===== config.mk =====
export PLATFORM = sky130hd
export DESIGN_NAME = gpr_wb_arb_flat
export DESIGN_NICKNAME = d
export VERILOG_FILES = /design/src/rtl/gpr_wb_arb_if.sv /design/src/rtl/gpr_wb_arb.sv /design/src/flat_wrapper.sv
export SDC_FILE = /design/constraint.sdc
export NUM_CORES = 1
export LEC_CHECK = 0
export ABC_AREA = 1
export CORE_ASPECT_RATIO = 2
export CORE_MARGIN = 5
export CORE_UTILIZATION = 47
export DETAILED_ROUTE_END_ITERATION = 6
export PLACE_DENSITY_LB_ADDON = 0.05
export SKIP_LAST_GASP = 1
export SLEW_MARGIN = 20
export SYNTH_ARGS = -nofsm -noshare
export SYNTH_HDL_FRONTEND = slang
export SYNTH_SLANG_ARGS = --single-unit

===== constraint.sdc =====
create_clock -name clk -period 3.2 [get_ports clk]
set_clock_uncertainty 0.05 [all_clocks]
set_input_delay 0.64 -clock clk [delete_from_list [all_inputs] [get_ports clk]]
set_output_delay 0.64 -clock clk [all_outputs]
set_load 0.02 [all_outputs]

===== src/rtl/gpr_wb_arb_if.sv =====
`default_nettype none
// ============================================================================
// Module      : gpr_wb_arb_if
// Description : Bundle of the writeback arbiter's producer handshakes, GPR
//               write port and pending-write query signals.
// Revision    : 1.0 - initial release
// ============================================================================
interface gpr_wb_arb_if #(
    parameter int AW = 5,
    parameter int DW = 32
);
    // execute producer
    logic          ex_val;
    logic          ex_rdy;
    logic [AW-1:0] ex_adr;
    logic [DW-1:0] ex_dat;
    // load producer
    logic          ld_val;
    logic          ld_rdy;
    logic [AW-1:0] ld_adr;
    logic [DW-1:0] ld_dat;
    // GPR write port
    logic          wr_en_0;
    logic [AW-1:0] wr_adr_0;
    logic [DW-1:0] wr_dat_0;
    // pending-write query and status
    logic [AW-1:0] chk_adr;
    logic          chk_pend;
    logic          idle;
    logic          conflict;

    // Arbiter side
    modport slave (
        input  ex_val, ex_adr, ex_dat, ld_val, ld_adr, ld_dat, chk_adr,
        output ex_rdy, ld_rdy, wr_en_0, wr_adr_0, wr_dat_0, chk_pend, idle, conflict
    );

    // Producer / GPR / operand-fetch side
    modport master (
        output ex_val, ex_adr, ex_dat, ld_val, ld_adr, ld_dat, chk_adr,
        input  ex_rdy, ld_rdy, wr_en_0, wr_adr_0, wr_dat_0, chk_pend, idle, conflict
    );
endinterface
`default_nettype wire


===== src/rtl/gpr_wb_arb.sv =====
`default_nettype none
// ============================================================================
// Module      : gpr_wb_arb
// Description : Two-source (execute/load) GPR writeback arbiter. Each source
//               has its own FIFO; round-robin grant drives one registered
//               write per cycle and reports in-flight writes per GPR.
// Revision    : 1.0 - initial release
// ============================================================================
module gpr_wb_arb #(
    parameter int DEPTH = 2,
    parameter int AW    = 5,
    parameter int DW    = 32
) (
    input  wire logic   clk,
    input  wire logic   rst,
    gpr_wb_arb_if.slave bus
);
    localparam int             c_IW  = $clog2(DEPTH);
    localparam int             c_PW  = c_IW + 1;
    localparam logic [c_PW-1:0] c_ONE = c_PW'(1);
    // Source index 0 is execute, 1 is load.

    logic [AW-1:0]    r_mem_adr [2][DEPTH];
    logic [DW-1:0]    r_mem_dat [2][DEPTH];
    logic [DEPTH-1:0] r_vld     [2];
    logic [c_PW-1:0]  r_wp      [2];
    logic [c_PW-1:0]  r_rp      [2];
    logic             r_last_ld;
    logic             r_wr_en;
    logic [AW-1:0]    r_wr_adr;
    logic [DW-1:0]    r_wr_dat;
    logic             r_conflict;

    logic [1:0]       w_val;
    logic [AW-1:0]    w_in_adr  [2];
    logic [DW-1:0]    w_in_dat  [2];
    logic [AW-1:0]    w_head_adr[2];
    logic [DW-1:0]    w_head_dat[2];
    logic [1:0]       w_empty;
    logic [1:0]       w_full;
    logic [1:0]       w_rdy;
    logic [1:0]       w_push;
    logic [1:0]       w_gnt;
    logic             w_pend;
    logic             w_ex_hit;
    logic             w_ld_hit;
    logic             w_conflict;

    // FIFO status, handshake and head-of-queue selection per source
    always_comb begin
        w_val       = {bus.ld_val, bus.ex_val};
        w_in_adr[0] = bus.ex_adr;
        w_in_adr[1] = bus.ld_adr;
        w_in_dat[0] = bus.ex_dat;
        w_in_dat[1] = bus.ld_dat;
        for (int s = 0; s < 2; s++) begin
            w_empty[s]    = (r_wp[s] == r_rp[s]);
            w_full[s]     = (r_wp[s][c_IW] != r_rp[s][c_IW]) &&
                            (r_wp[s][c_IW-1:0] == r_rp[s][c_IW-1:0]);
            // rdy is held low during reset; full alone governs it afterwards,
            // so a full FIFO never accepts even while being popped.
            w_rdy[s]      = ~rst & ~w_full[s];
            w_push[s]     = w_val[s] & w_rdy[s];
            w_head_adr[s] = r_mem_adr[s][r_rp[s][c_IW-1:0]];
            w_head_dat[s] = r_mem_dat[s][r_rp[s][c_IW-1:0]];
        end
    end

    // Round-robin grant: a lone non-empty FIFO wins, ties go to the source not granted last
    always_comb begin
        w_gnt    = 2'b00;
        w_gnt[0] = ~w_empty[0] & (w_empty[1] | r_last_ld);
        w_gnt[1] = ~w_empty[1] & ~w_gnt[0];
    end

    // Pending-write lookup and cross-source duplicate detection over valid entries
    always_comb begin
        w_pend   = r_wr_en && (r_wr_adr == bus.chk_adr);
        w_ex_hit = 1'b0;
        w_ld_hit = 1'b0;
        for (int i = 0; i < DEPTH; i++) begin
            for (int s = 0; s < 2; s++) begin
                if (r_vld[s][i] && (r_mem_adr[s][i] == bus.chk_adr)) begin
                    w_pend = 1'b1;
                end
            end
            if (r_vld[1][i] && (r_mem_adr[1][i] == w_in_adr[0])) begin
                w_ex_hit = 1'b1;
            end
            if (r_vld[0][i] && (r_mem_adr[0][i] == w_in_adr[1])) begin
                w_ld_hit = 1'b1;
            end
        end
        w_conflict = (w_push[0] & w_ex_hit) | (w_push[1] & w_ld_hit) |
                     (w_push[0] & w_push[1] & (w_in_adr[0] == w_in_adr[1]));
    end

    // FIFO pointers and per-slot valid bits; reset discards everything queued
    always_ff @(posedge clk or posedge rst) begin
        if (rst) begin
            for (int s = 0; s < 2; s++) begin
                r_wp[s]  <= '0;
                r_rp[s]  <= '0;
                r_vld[s] <= '0;
            end
        end else begin
            for (int s = 0; s < 2; s++) begin
                if (w_push[s]) begin
                    r_wp[s]                      <= r_wp[s] + c_ONE;
                    r_vld[s][r_wp[s][c_IW-1:0]]  <= 1'b1;
                end
                if (w_gnt[s]) begin
                    r_rp[s]                      <= r_rp[s] + c_ONE;
                    r_vld[s][r_rp[s][c_IW-1:0]]  <= 1'b0;
                end
            end
        end
    end

    // FIFO payload storage; contents are only meaningful under a valid bit
    always_ff @(posedge clk) begin
        for (int s = 0; s < 2; s++) begin
            if (w_push[s]) begin
                r_mem_adr[s][r_wp[s][c_IW-1:0]] <= w_in_adr[s];
                r_mem_dat[s][r_wp[s][c_IW-1:0]] <= w_in_dat[s];
            end
        end
    end

    // Registered GPR write port, last-grant tracking and sticky conflict flag
    always_ff @(posedge clk or posedge rst) begin
        if (rst) begin
            r_wr_en    <= 1'b0;
            r_wr_adr   <= '0;
            r_wr_dat   <= '0;
            r_last_ld  <= 1'b1;
            r_conflict <= 1'b0;
        end else begin
            r_wr_en <= |w_gnt;
            if (w_gnt[0]) begin
                r_wr_adr  <= w_head_adr[0];
                r_wr_dat  <= w_head_dat[0];
                r_last_ld <= 1'b0;
            end else if (w_gnt[1]) begin
                r_wr_adr  <= w_head_adr[1];
                r_wr_dat  <= w_head_dat[1];
                r_last_ld <= 1'b1;
            end
            if (w_conflict) begin
                r_conflict <= 1'b1;
            end
        end
    end

    assign bus.ex_rdy   = w_rdy[0];
    assign bus.ld_rdy   = w_rdy[1];
    assign bus.wr_en_0  = r_wr_en;
    assign bus.wr_adr_0 = r_wr_adr;
    assign bus.wr_dat_0 = r_wr_dat;
    assign bus.chk_pend = w_pend;
    assign bus.idle     = w_empty[0] & w_empty[1] & ~r_wr_en;
    assign bus.conflict = r_conflict;

endmodule
`default_nettype wire


===== src/flat_wrapper.sv =====
// flat-port wrapper written by rule: the top's interface ports become plain ports
module gpr_wb_arb_flat 
#(
    parameter int DEPTH = 2,
    parameter int AW    = 5,
    parameter int DW    = 32
)
  (clk, rst, bus_ex_val, bus_ex_adr, bus_ex_dat, bus_ld_val, bus_ld_adr, bus_ld_dat, bus_chk_adr, bus_ex_rdy, bus_ld_rdy, bus_wr_en_0, bus_wr_adr_0, bus_wr_dat_0, bus_chk_pend, bus_idle, bus_conflict);
  gpr_wb_arb_if #(.AW(AW), .DW(DW)) bus_i ();
  input  wire logic clk;
  input  wire logic rst;
  input wire logic [$bits(bus_i.ex_val)-1:0] bus_ex_val;
  input wire logic [$bits(bus_i.ex_adr)-1:0] bus_ex_adr;
  input wire logic [$bits(bus_i.ex_dat)-1:0] bus_ex_dat;
  input wire logic [$bits(bus_i.ld_val)-1:0] bus_ld_val;
  input wire logic [$bits(bus_i.ld_adr)-1:0] bus_ld_adr;
  input wire logic [$bits(bus_i.ld_dat)-1:0] bus_ld_dat;
  input wire logic [$bits(bus_i.chk_adr)-1:0] bus_chk_adr;
  output wire logic [$bits(bus_i.ex_rdy)-1:0] bus_ex_rdy;
  output wire logic [$bits(bus_i.ld_rdy)-1:0] bus_ld_rdy;
  output wire logic [$bits(bus_i.wr_en_0)-1:0] bus_wr_en_0;
  output wire logic [$bits(bus_i.wr_adr_0)-1:0] bus_wr_adr_0;
  output wire logic [$bits(bus_i.wr_dat_0)-1:0] bus_wr_dat_0;
  output wire logic [$bits(bus_i.chk_pend)-1:0] bus_chk_pend;
  output wire logic [$bits(bus_i.idle)-1:0] bus_idle;
  output wire logic [$bits(bus_i.conflict)-1:0] bus_conflict;
  assign bus_i.ex_val = bus_ex_val;
  assign bus_i.ex_adr = bus_ex_adr;
  assign bus_i.ex_dat = bus_ex_dat;
  assign bus_i.ld_val = bus_ld_val;
  assign bus_i.ld_adr = bus_ld_adr;
  assign bus_i.ld_dat = bus_ld_dat;
  assign bus_i.chk_adr = bus_chk_adr;
  assign bus_ex_rdy = bus_i.ex_rdy;
  assign bus_ld_rdy = bus_i.ld_rdy;
  assign bus_wr_en_0 = bus_i.wr_en_0;
  assign bus_wr_adr_0 = bus_i.wr_adr_0;
  assign bus_wr_dat_0 = bus_i.wr_dat_0;
  assign bus_chk_pend = bus_i.chk_pend;
  assign bus_idle = bus_i.idle;
  assign bus_conflict = bus_i.conflict;
  gpr_wb_arb #(.DEPTH(DEPTH), .AW(AW), .DW(DW)) u_core (.clk(clk), .rst(rst), .bus(bus_i));
endmodule

==> results by group <==
Status
  – Status: complete, no violations

Cells and area
  – Post-route cell area: between 10000 and 15000 sq um
  – Final nets: between 1000 and 1500
  – Finished Core Util: 0.597
  – Area growth, synth to finish: 25.0%
  – Diode count: 0
  – Finished Layout Cells: 1280
  – Layout cells sized above 1: 0.0724
  – Commonest non-fill, non-tap cell in the layout: nand2_1
  – Most frequent cells in the layout: 459 x nand2_1, 148 x edfxtp_1, 123 x clkdlybuf4s50_1

Placed design
  – Placed instance count: 1248
  – Gpl congestion: approximately 0.96
  – Post-DP HPWL: 18300 um
  – Dpl cell area: 10300 sq um
  – PortBufs: about 130

Yosys
  – Top post-synthesis cells by area: edfxtp_1 51%, nand2_1 20%, dfrtp_1 15%
  – Synth Cell Area: around 8700 sq um
  – Library cells used by synthesis: 31
  – Synth Instances: around 920
  – Post-synthesis register bit count: 200
  – Synth area leader: edfxtp_1
  – Register area share after synthesis: 0.657
  – Yosys warns: 0
  – Syn nets: approximately 1000
  – Synth Area per Inst: approximately 9.6 sq um
  – Synth top area share: 0.508

Timing
  – Max-slew violation count: 0
  – Final hold vios: 0
  – Worst Hold Slack: 0.430 ns
  – Final period demand of the worst path: 3.06 ns
  – Setup violators final: 0
  – Tcrit/Tclk final: 0.955
  – RSZ-0062 raised after global routing: no
  – Rel. slew slack: 0.626
  – Fmax: 0.327 GHz
  – Setup TNS: 0 ns
  – Worst Tran Pin Value: roughly 0.56 ns

Floorplan
  – Starting Density: 0.478
  – Die X: between 100 and 150 um
  – Die area: 21600 sq um
  – I/O pins: around 130
  – Core box area: 18300 sq um
  – Std cell rows: 70
  – Die Y: a little over 200 um

Setup path
  – Largest stage delay on the critical path: about 0.66 ns
  – Crit Path Category: reg -> out
  – Crit. End Element: output pin
  – Ordered list of cells on the worst path: xnor2_1 > nand2_2 > nor2_4 > inv_2 > nor2_1 > clkdlybuf4s50_1
  – Slowest cell on crit path: clkdlybuf4s50_1
  – Startpoint types: flop
  – Crit path required time: roughly 2.5 ns
  – Max FO, Critical Path: 9
  – Worst Path Arrival: 2.37 ns

Global route
  – GRT Overall Usage: 0.240
  – Largest net degree at the start of global routing: 47
  – Gr busiest metal: met2
  – M2 GR Usage: 0.449
  – GR Overflow Total: 0
  – Vias in the first global route: 6587
  – Global-route wire length before repair: around 38000 um
  – Initial antenna violation count: 0
  – Met3 Use GR: 0.0318
  – Met1 usage in global routing: 0.242

Clocking
  – Clk buf depth: 2
  – Post-CTS Setup Bufs: 0
  – CTS tree: yes
  – Clock latency on the worst-skew pair: between 0.4 and 0.5 ns
  – H-tree levels: 4
  – # clock sinks: 200
  – Root Buffer: clkbuf_16
  – Total CTS buffers: 17
  – Post-CTS Hold Buffers: 0
  – Post-CTS sizing: 1
  – CTS clk-pin slew, worst paths: roughly 0.070 ns

Route
  – Routed wire per std cell: between 15 and 20 um
  – DRT antenna net count: 0
  – Via count: ~6600
  – 1st-iter DRT viols: ~320
  – Via density per instance: roughly 5
  – Residual DRC count: 0
  – Final WL: 25300 um
  – Pre-antenna DRT Iters: 5

Power and ir drop
  – PwrDens: between 900 and 1000 nW/um^2
  – Leak: just under 0.005 uW
  – VDD IR-drop max: approximately 0.54 mV

Flow run
  – Max Cap Viol: 0

Hold path
  – Hold Path Class: reg -> reg
cell type report:
cell class | instances | area (sq um)
repair buffers | 150 | 1460
clock buffers | 20 | 447
inverters | 58 | 224
flip-flops and latches | 200 | 5750
clock inverters | 12 | 144
multi-input cells | 624 | 2630
fillers | 1587 | 7380
well taps | 216 | 270
routing by layer:
layer	wire (um)	part of all wire
met3	814	0.032
met4	1780	0.070
met5	0	0
met1	8620	0.34
met2	14100	0.56
worst max-delay path: cells and delay by family (launching register included):
kind                      cells  cell delay [ns]
buffers and inverters         2             0.72
and+or+nand+nor               3             0.52
DFF                           1             0.43
xor gates and xnor gates      1             0.28
kinds of logic after synthesis:
logic type                synth area share
AOI/OAI and AO/OA                   0.0302
buffers and inverters               0.0452
DFF                                  0.657
and+or+nand+nor                      0.253
xor gates and xnor gates            0.0140
stage by stage:
step	total power, uW	setup slack [ns]
2_1_floorplan	6840	0.0941
3_3_place_gp	8660	-0.00313
6_report	10700	0.145
5_1_grt	11400	0.00662
3_5_place_dp	8710	0.00314
4_1_cts	10800	0.0779
cells in the mapped netlist, drive strengths merged:
cell type,instances
dfstp,1
clkbuf,15
nand2,464
xor2,8
a21oi,17
xnor2,6
nor2,46
o21ai,22
buf,18
inv,58
o2bb2ai,1
dfrtp,51
nand3,46
edfxtp,148
or2,1
o221ai,1
o22ai,7
nor3,2
nand3b,1
nand4,2
path summary, 6_finish.rpt:
kind | end | from | slack, ns | cells past startpoint
setup / recovery | bus_idle | u_core.r_wp[0] | 0.14 | 6
hold / removal | u_core.bus.wr_dat_0[8] | u_core.bus.wr_dat_0[8] | 0.43 | 2
setup reg to reg | u_core.bus.wr_adr_0[4] | u_core.r_wp[2] | 0.90 | 11
hold reg to reg | u_core.bus.wr_dat_0[8] | u_core.bus.wr_dat_0[8] | 0.43 | 2
max in group asynchronous | u_core.r_last_ld | rst | 1.81 | 4
min in group asynchronous | u_core.bus.wr_adr_0[3] | rst | 0.62 | 3
state kept, by name, indices dropped and copies added (netlist names):
signal	cells
u_core.bus.wr_dat_0	32
u_core.r_mem_dat	128
u_core.r_mem_adr	20
u_core.bus.wr_adr_0	5
u_core.r_last_ld	1
u_core.r_wp	4
u_core.bus.conflict	1
u_core.r_vld	4
u_core.bus.wr_en_0	1
u_core.r_rp	4
power by group:
part	internal [uW]	total, uW	switching (uW)
sequential	3510	3890	387
clock	1190	2130	943
combinational	1580	4700	3120
total	6270	10700	4450
Power figures use the tool's default switching activity.
